`src/rtl/key_sched_iter_pkg.sv`:
```
// Shared types, constants and GF(2^8) helpers for the AES key-schedule iterator.
package key_sched_iter_pkg;

   typedef enum logic [1:0] {IDLE, LOAD, GEN, DRAIN} ks_state_t;

   localparam logic [7:0] RCON_INIT = 8'h01;
   localparam logic [7:0] RED_POLY  = 8'h1b;

   // Multiply by x in GF(2^8), reducing by x^8+x^4+x^3+x+1.
   function automatic logic [7:0] xtime(input logic [7:0] b);
      return {b[6:0], 1'b0} ^ (b[7] ? RED_POLY : 8'h00);
   endfunction

   // Shift-and-add GF(2^8) multiply.
   function automatic logic [7:0] gf_mul(input logic [7:0] a, input logic [7:0] b);
      logic [7:0] p;
      logic [7:0] x;
      p = '0;
      x = a;
      for (int k = 0; k < 8; k++) begin
         if (b[k]) p = p ^ x;
         x = xtime(x);
      end
      return p;
   endfunction

endpackage

```
`src/rtl/rotword.sv`:
```
// RotWord: cyclic left rotation of a word by one byte.
module rotword (
   input  logic [31:0] w,
   output logic [31:0] r
);

   assign r = {w[23:0], w[31:24]};

endmodule

```
`src/rtl/sbox.sv`:
```
// AES forward S-box: GF(2^8) inverse followed by the affine transform.
module sbox
   import key_sched_iter_pkg::*;
(
   input  logic [7:0] a,
   output logic [7:0] s
);

   logic [7:0] sq;
   logic [7:0] inv;

   // Inverse as a^254 = product of a^(2^k) for k=1..7; zero maps to zero.
   always_comb begin
      sq  = a;
      inv = 8'h01;
      for (int k = 1; k < 8; k++) begin
         sq  = gf_mul(sq, sq);
         inv = gf_mul(inv, sq);
      end
   end

   assign s = inv ^ {inv[6:0], inv[7]} ^ {inv[5:0], inv[7:6]}
                  ^ {inv[4:0], inv[7:5]} ^ {inv[3:0], inv[7:4]} ^ 8'h63;

endmodule

```
`src/rtl/sub_word.sv`:
```
// SubWord: one S-box per byte lane, purely combinational.
module sub_word (
   input  logic [31:0] w,
   output logic [31:0] s
);

   for (genvar b = 0; b < 4; b++) begin : g_byte
      sbox u_sbox (.a(w[8*b +: 8]), .s(s[8*b +: 8]));
   end

endmodule

```
`src/rtl/key_sched_iter.sv`:
```
// Iterative AES key expansion: one schedule word per cycle from an NK-word
// sliding window, emitting one 128-bit round key per four words with
// valid/ready backpressure.
module key_sched_iter
   import key_sched_iter_pkg::*;
#(
   parameter int NK = 4
) (
   input  logic              clk,
   input  logic              rst,
   input  logic              start,
   input  logic [32*NK-1:0]  key_in,
   output logic              busy,
   output logic [127:0]      rk_out,
   output logic [3:0]        rk_idx,
   output logic              rk_valid,
   input  logic              rk_ready,
   output logic              done
);

   localparam int NR = NK + 6;
   localparam int NW = 4 * (NR + 1);

   if (NK != 4 && NK != 6 && NK != 8) begin : g_bad_nk
      $error("key_sched_iter: NK must be 4, 6 or 8");
   end

   ks_state_t           state;
   logic [32*NK-1:0]    key_q;
   logic [NK-1:0][31:0] win;     // win[0] = w[i-NK] ... win[NK-1] = w[i-1]
   logic [5:0]          wcnt;    // index of the next word to produce
   logic [2:0]          mcnt;    // wcnt mod NK, kept incrementally
   logic [7:0]          rcon;

   logic [31:0] prev_w, rot_w, sw_in, sw_out, temp, new_w;
   logic        xfer, key_done, stall, produce;

   rotword  u_rot (.w(prev_w), .r(rot_w));
   sub_word u_sub (.w(sw_in),  .s(sw_out));

   assign prev_w   = win[NK-1];
   assign xfer     = rk_valid & rk_ready;
   assign key_done = (wcnt[1:0] == 2'd3);
   // A word that would complete a round key waits until the held key leaves.
   assign stall    = key_done & rk_valid & ~rk_ready;
   assign produce  = ((state == LOAD) || (state == GEN)) & ~stall;
   assign done     = xfer & (rk_idx == 4'(NR));

   // Next schedule word; the single SubWord is shared by the RotWord and AES-256 paths.
   always_comb begin
      sw_in = (mcnt == 3'd0) ? rot_w : prev_w;
      temp  = prev_w;
      if (mcnt == 3'd0)
         temp = sw_out ^ {rcon, 24'h0};
      else if (NK == 8 && mcnt == 3'd4)
         temp = sw_out;
      new_w = (state == LOAD) ? key_q[32*NK-1 -: 32] : (win[0] ^ temp);
   end

   // Control FSM, window shift and round-key output registers.
   always_ff @(posedge clk or posedge rst) begin
      if (rst) begin
         state    <= IDLE;
         busy     <= 1'b0;
         rk_valid <= 1'b0;
         rk_out   <= '0;
         rk_idx   <= '0;
         rcon     <= RCON_INIT;
         win      <= '0;
         key_q    <= '0;
         wcnt     <= '0;
         mcnt     <= '0;
      end else begin
         if (xfer) rk_valid <= 1'b0;
         if (produce) begin
            win  <= {new_w, win[NK-1:1]};
            mcnt <= (mcnt == 3'(NK-1)) ? 3'd0 : mcnt + 3'd1;
            if (wcnt != 6'(NW-1)) wcnt <= wcnt + 6'd1;
            // The last three words of the window are the first three of this key.
            if (key_done) begin
               rk_out   <= {win[NK-3], win[NK-2], win[NK-1], new_w};
               rk_idx   <= wcnt[5:2];
               rk_valid <= 1'b1;
            end
         end
         case (state)
            IDLE: if (start && !busy) begin
               key_q <= key_in;
               wcnt  <= '0;
               mcnt  <= '0;
               rcon  <= RCON_INIT;
               busy  <= 1'b1;
               state <= LOAD;
            end
            LOAD: if (produce) begin
               key_q <= key_q << 32;
               if (wcnt == 6'(NK-1)) state <= GEN;
            end
            GEN: if (produce) begin
               if (mcnt == 3'd0) rcon <= xtime(rcon);
               if (wcnt == 6'(NW-1)) state <= DRAIN;
            end
            DRAIN: if (done) begin
               busy  <= 1'b0;
               state <= IDLE;
            end
            default: state <= IDLE;
         endcase
      end
   end

endmodule

```
`config.mk`:
```
export PLATFORM = sky130hd
export DESIGN_NAME = key_sched_iter
export DESIGN_NICKNAME = d
export VERILOG_FILES = /design/src/rtl/key_sched_iter_pkg.sv /design/src/rtl/rotword.sv /design/src/rtl/sbox.sv /design/src/rtl/sub_word.sv /design/src/rtl/key_sched_iter.sv
export SDC_FILE = /design/constraint.sdc
export NUM_CORES = 2
export LEC_CHECK = 0
export CAP_MARGIN = 20
export CORE_MARGIN = 5
export CORE_UTILIZATION = 25
export DETAILED_ROUTE_END_ITERATION = 6
export GPL_TIMING_DRIVEN = 0
export SLEW_MARGIN = 20
export SYNTH_ARGS = -nofsm -noshare
export SYNTH_HDL_FRONTEND = slang
export SYNTH_SLANG_ARGS = --single-unit
export TNS_END_PERCENT = 30
```
`constraint.sdc`:
```
create_clock -name clk -period 29.4 [get_ports clk]
set_clock_uncertainty 0.1 [all_clocks]
set_input_delay 2.94 -clock clk [delete_from_list [all_inputs] [get_ports clk]]
set_output_delay 2.94 -clock clk [all_outputs]
set_load 0.01 [all_outputs]
```
==> impl_metrics.prom <==
# TYPE chip_impl_metric gauge
chip_impl_info{name="outcome",value="complete, but fails checks"} 1
chip_impl_info{name="failed_checks",value="design-rule violations"} 1
chip_impl_metric{name="synthCells",unit=""} 9554
chip_impl_metric{name="path_clk_slew",unit="ns"} 0.07
chip_impl_metric{name="global_route.usage.total",unit="%"} 16.3
chip_impl_metric{name="grt_start_max_net_pins",unit=""} 95
chip_impl_metric{name="post_cts.resized_instances",unit=""} 0
chip_impl_metric{name="final-seq-area",unit="µm²"} 10200
chip_impl_metric{name="finalSetupViolations",unit=""} 0
chip_impl_info{name="critical_path_class",value="flip-flop to flip-flop"} 1
chip_impl_info{name="worst_setup_path_startpoint",value="mcnt[0]"} 1
chip_impl_metric{name="final.min_clock_period",unit="ns"} 21.18
chip_impl_info{name="hold_path.class",value="flip-flop to flip-flop"} 1
chip_impl_metric{name="antenna_violating_nets_post_route",unit=""} 0
chip_impl_metric{name="pre_cts_slack",unit="ns"} 8.68
chip_impl_info{name="tritoncts",value="yes"} 1
chip_impl_metric{name="floorplan.core_area",unit="µm²"} 297000
chip_impl_metric{name="max_freq",unit="MHz"} 47.2
chip_impl_metric{name="hold_viol",unit=""} 0
chip_impl_metric{name="worst_slew_margin_rel",unit="%"} 22.0
chip_impl_metric{name="syn-num-nets",unit=""} 9712
chip_impl_metric{name="yosysSeqAreaShare",unit="%"} 13.7
chip_impl_metric{name="yosys_register_bits",unit=""} 409
chip_impl_metric{name="timing.critical_path.slowest_cell_delay",unit="ns"} 0.74
chip_impl_metric{name="gp_routability_congestion",unit=""} 0.916
chip_impl_metric{name="global_route_wire_length_before_repair",unit="mm"} 405
chip_impl_metric{name="core.rowCount",unit=""} 200
chip_impl_info{name="slowest_stage",value="sky130_fd_sc_hd__xor2_1"} 1
chip_impl_info{name="clk_root_buffer_cell",value="sky130_fd_sc_hd__clkbuf_16"} 1
chip_impl_info{name="worst_setup_path_start_kind",value="flip-flop"} 1
chip_impl_metric{name="post_cts_hold_buffer_count",unit=""} 0
chip_impl_metric{name="critPathMaxFanout",unit=""} 10
chip_impl_metric{name="antenna_found_initial",unit=""} 8
chip_impl_metric{name="totalWireLength",unit="mm"} 266
chip_impl_metric{name="yosys.cell_types.count",unit=""} 123
chip_impl_metric{name="dieWidth",unit="µm"} 557
chip_impl_metric{name="cts_htree_levels",unit=""} 2
chip_impl_metric{name="clock-sinks",unit=""} 409
chip_impl_metric{name="port_buffers",unit=""} 266
chip_impl_metric{name="detailedPlacementHpwl",unit="mm"} 207
chip_impl_metric{name="timing.setup.tns",unit="ns"} 0
chip_impl_metric{name="areaGrowthSynthToFinish",unit="%"} 12.3
chip_impl_metric{name="drv_slew",unit=""} 0
chip_impl_metric{name="post_synth.cell_area_avg",unit="µm²"} 7.82
chip_impl_metric{name="finalWorstSetupSlack",unit="ns"} 8.22
chip_impl_metric{name="cts.repair_timing.setup_buffer_count",unit=""} 0
chip_impl_info{name="timing.critical_path.to_type",value="flip-flop"} 1
chip_impl_metric{name="max_slew.worst_pin.slew",unit="ns"} 1.16
chip_impl_metric{name="first_global_vias",unit=""} 64900
chip_impl_metric{name="avgRoutedWirePerCell",unit="µm"} 19.2
chip_impl_metric{name="synthesis.yosys.warnings",unit=""} 0
chip_impl_metric{name="initial_utilization",unit="%"} 25.1
chip_impl_metric{name="cp.buffers_inverters",unit=""} 18
chip_impl_info{name="crit_top_cell",value="sky130_fd_sc_hd__xnor2_1"} 1
chip_impl_metric{name="multiInputGateArea",unit="µm²"} 61300
chip_impl_metric{name="remaining_drc_errors",unit=""} 1
chip_impl_info{name="synth_ff_type",value="sky130_fd_sc_hd__dfrtp_1"} 1
chip_impl_metric{name="route.vias.total",unit=""} 69800
chip_impl_info{name="rr_startpoint",value="mcnt[0]"} 1
chip_impl_metric{name="cp.arrival",unit="ns"} 21.56
chip_impl_metric{name="min_period_over_period",unit="%"} 72.0
chip_impl_metric{name="num-nets-final",unit=""} 10000
chip_impl_metric{name="cts.path.max_buffers",unit=""} 3
chip_impl_info{name="hp-start",value="rk_out[34]"} 1
chip_impl_metric{name="final.fill_count",unit=""} 32300
chip_impl_metric{name="clock_latency_late_sink",unit="ns"} 0.60
chip_impl_metric{name="cts_inserted_buffers",unit=""} 45
chip_impl_metric{name="synth_enable_flop_cells",unit=""} 0
chip_impl_metric{name="maxCapViolations",unit=""} 0
chip_impl_metric{name="crit_required",unit="ns"} 29.78
chip_impl_metric{name="syn-cell-area",unit="µm²"} 74700
chip_impl_metric{name="synth_async_sr_flop_share",unit="%"} 100
chip_impl_metric{name="drt_first_pass_iters",unit=""} 7
chip_impl_metric{name="dieArea",unit="µm²"} 310000
chip_impl_info{name="setup_repair_after_global_routing_missed_its_margin",value="no"} 1
chip_impl_metric{name="detailedRoute.firstIterationViolations",unit=""} 7399
chip_impl_info{name="mostFrequentLayoutCells",value="sky130_fd_sc_hd__xnor2_1, sky130_fd_sc_hd__nand2_1, sky130_fd_sc_hd__nor2_1, sky130_fd_sc_hd__o21ai_0, sky130_fd_sc_hd__xor2_1"} 1
chip_impl_info{name="layout_commonest_cell",value="sky130_fd_sc_hd__xnor2_1"} 1
chip_impl_info{name="kind_of_cell_adding_the_most_delay_to_the_critical_path",value="XOR/XNOR gates"} 1
chip_impl_metric{name="boundaryPins",unit=""} 267
chip_impl_metric{name="die_y",unit="µm"} 557
chip_impl_metric{name="final_layout_size_suffix_gt1_share",unit="%"} 5.82
chip_impl_metric{name="detail_route.vias_per_cell",unit=""} 5.04
chip_impl_metric{name="grt_overflow_total",unit=""} 0
==> flip-flops by register name, summed over array words and instances, names as in the netlist <==
| signal | cells |
|---|---|
| rcon | 8 |
| prev_w | 32 |
| wcnt | 6 |
| key_q | 128 |
| mcnt | 3 |
| rk_out | 128 |
| state | 2 |
| busy | 1 |
| rk_idx | 4 |
| win | 96 |
| rk_valid | 1 |
==> stage by stage <==
step	util (%)	cell area (µm²)	cells	hold slack (ns)
floorplan	-	74700	9554	0.350
global placement	27.7	82300	13800	0.360
detailed placement	27.7	82500	13800	0.362
CTS	28.2	83900	13800	0.377
global route	28.2	83900	13800	0.396
finish	28.2	83900	13800	0.376
==> cells in the mapped netlist (43+ instances only) <==
library cell | instances | share of area, %
sky130_fd_sc_hd__a22oi_1 | 54 | 0.54
sky130_fd_sc_hd__buf_2 | 129 | 0.86
sky130_fd_sc_hd__o22ai_1 | 103 | 0.86
sky130_fd_sc_hd__xnor2_1 | 1623 | 19
sky130_fd_sc_hd__a31oi_1 | 67 | 0.56
sky130_fd_sc_hd__nor2_1 | 1178 | 5.9
sky130_fd_sc_hd__nor2b_1 | 59 | 0.49
sky130_fd_sc_hd__mux2_2 | 47 | 0.71
sky130_fd_sc_hd__o211ai_1 | 49 | 0.49
sky130_fd_sc_hd__buf_1 | 51 | 0.26
sky130_fd_sc_hd__nand3_1 | 171 | 1.1
sky130_fd_sc_hd__nand2b_1 | 50 | 0.42
sky130_fd_sc_hd__xor2_1 | 464 | 5.4
sky130_fd_sc_hd__mux2i_1 | 344 | 4.6
sky130_fd_sc_hd__nor3_1 | 223 | 1.5
sky130_fd_sc_hd__a211oi_1 | 82 | 0.82
sky130_fd_sc_hd__o21ai_0 | 491 | 3.3
sky130_fd_sc_hd__inv_1 | 80 | 0.40
sky130_fd_sc_hd__xor3_1 | 54 | 1.7
sky130_fd_sc_hd__o21ai_1 | 71 | 0.48
sky130_fd_sc_hd__and3_1 | 43 | 0.36
sky130_fd_sc_hd__xnor3_1 | 327 | 9.9
sky130_fd_sc_hd__a21oi_1 | 459 | 3.1
sky130_fd_sc_hd__nand2_1 | 1515 | 7.6
sky130_fd_sc_hd__dfrtp_1 | 408 | 14
sky130_fd_sc_hd__clkbuf_1 | 438 | 2.2
sky130_fd_sc_hd__xnor2_2 | 93 | 2.0
==> path summary, 6_finish.rpt <==
check	to	slack, ns	cells past startpoint
worst max-delay path	prev_w[19]	8.22	70
worst min-delay path	rk_out[34]	0.38	2
worst max register to register	prev_w[19]	8.22	70
worst min register to register	rk_out[34]	0.38	2
max in group asynchronous	rk_out[115]	25.54	3
min in group asynchronous	key_q[26]	2.69	2
==> worst min-delay path, delay by kind of cell (launching register included) <==
| kind | cells | cell delay, ns |
|---|---|---|
| simple gates | 2 | 0.10 |
| flops | 1 | 0.34 |
==> metal layers <==
metal	global-route usage [%]	up-vias	wire length, µm
met5	0	-	27
met4	5.42	4	10100
met3	1.57	374	17000
met2	27.3	2531	125000
met1	21.9	33700	114000
li1	-	33200	-
==> area by class of cell <==
class | count | area share, %
Multi-Input combinational cell | 8389 | 73.1
Clock buffer | 64 | 1.55
Clock inverter | 15 | 0.179
Antenna cell | 3 | 0.00894
Tap cell | 3939 | 5.87
Inverter | 106 | 0.483
Timing Repair Buffer | 270 | 3.30
Buffer | 650 | 3.34
Sequential cell | 409 | 12.2
==> cells by family after synthesis <==
group | count (synthesis) | share of synthesized area, %
xor gates and xnor gates | 2636 | 40.3
adders and majority gates | 28 | 0.462
DFF | 409 | 13.7
and+or+nand+nor | 3449 | 19.4
buffers and inverters | 756 | 4.29
AOI/OAI and AO/OA | 1854 | 15.8
muxes | 422 | 5.99
Power is not shown: default switching activity piles up to over one toggle a cycle in this logic, so the estimate is an artifact.
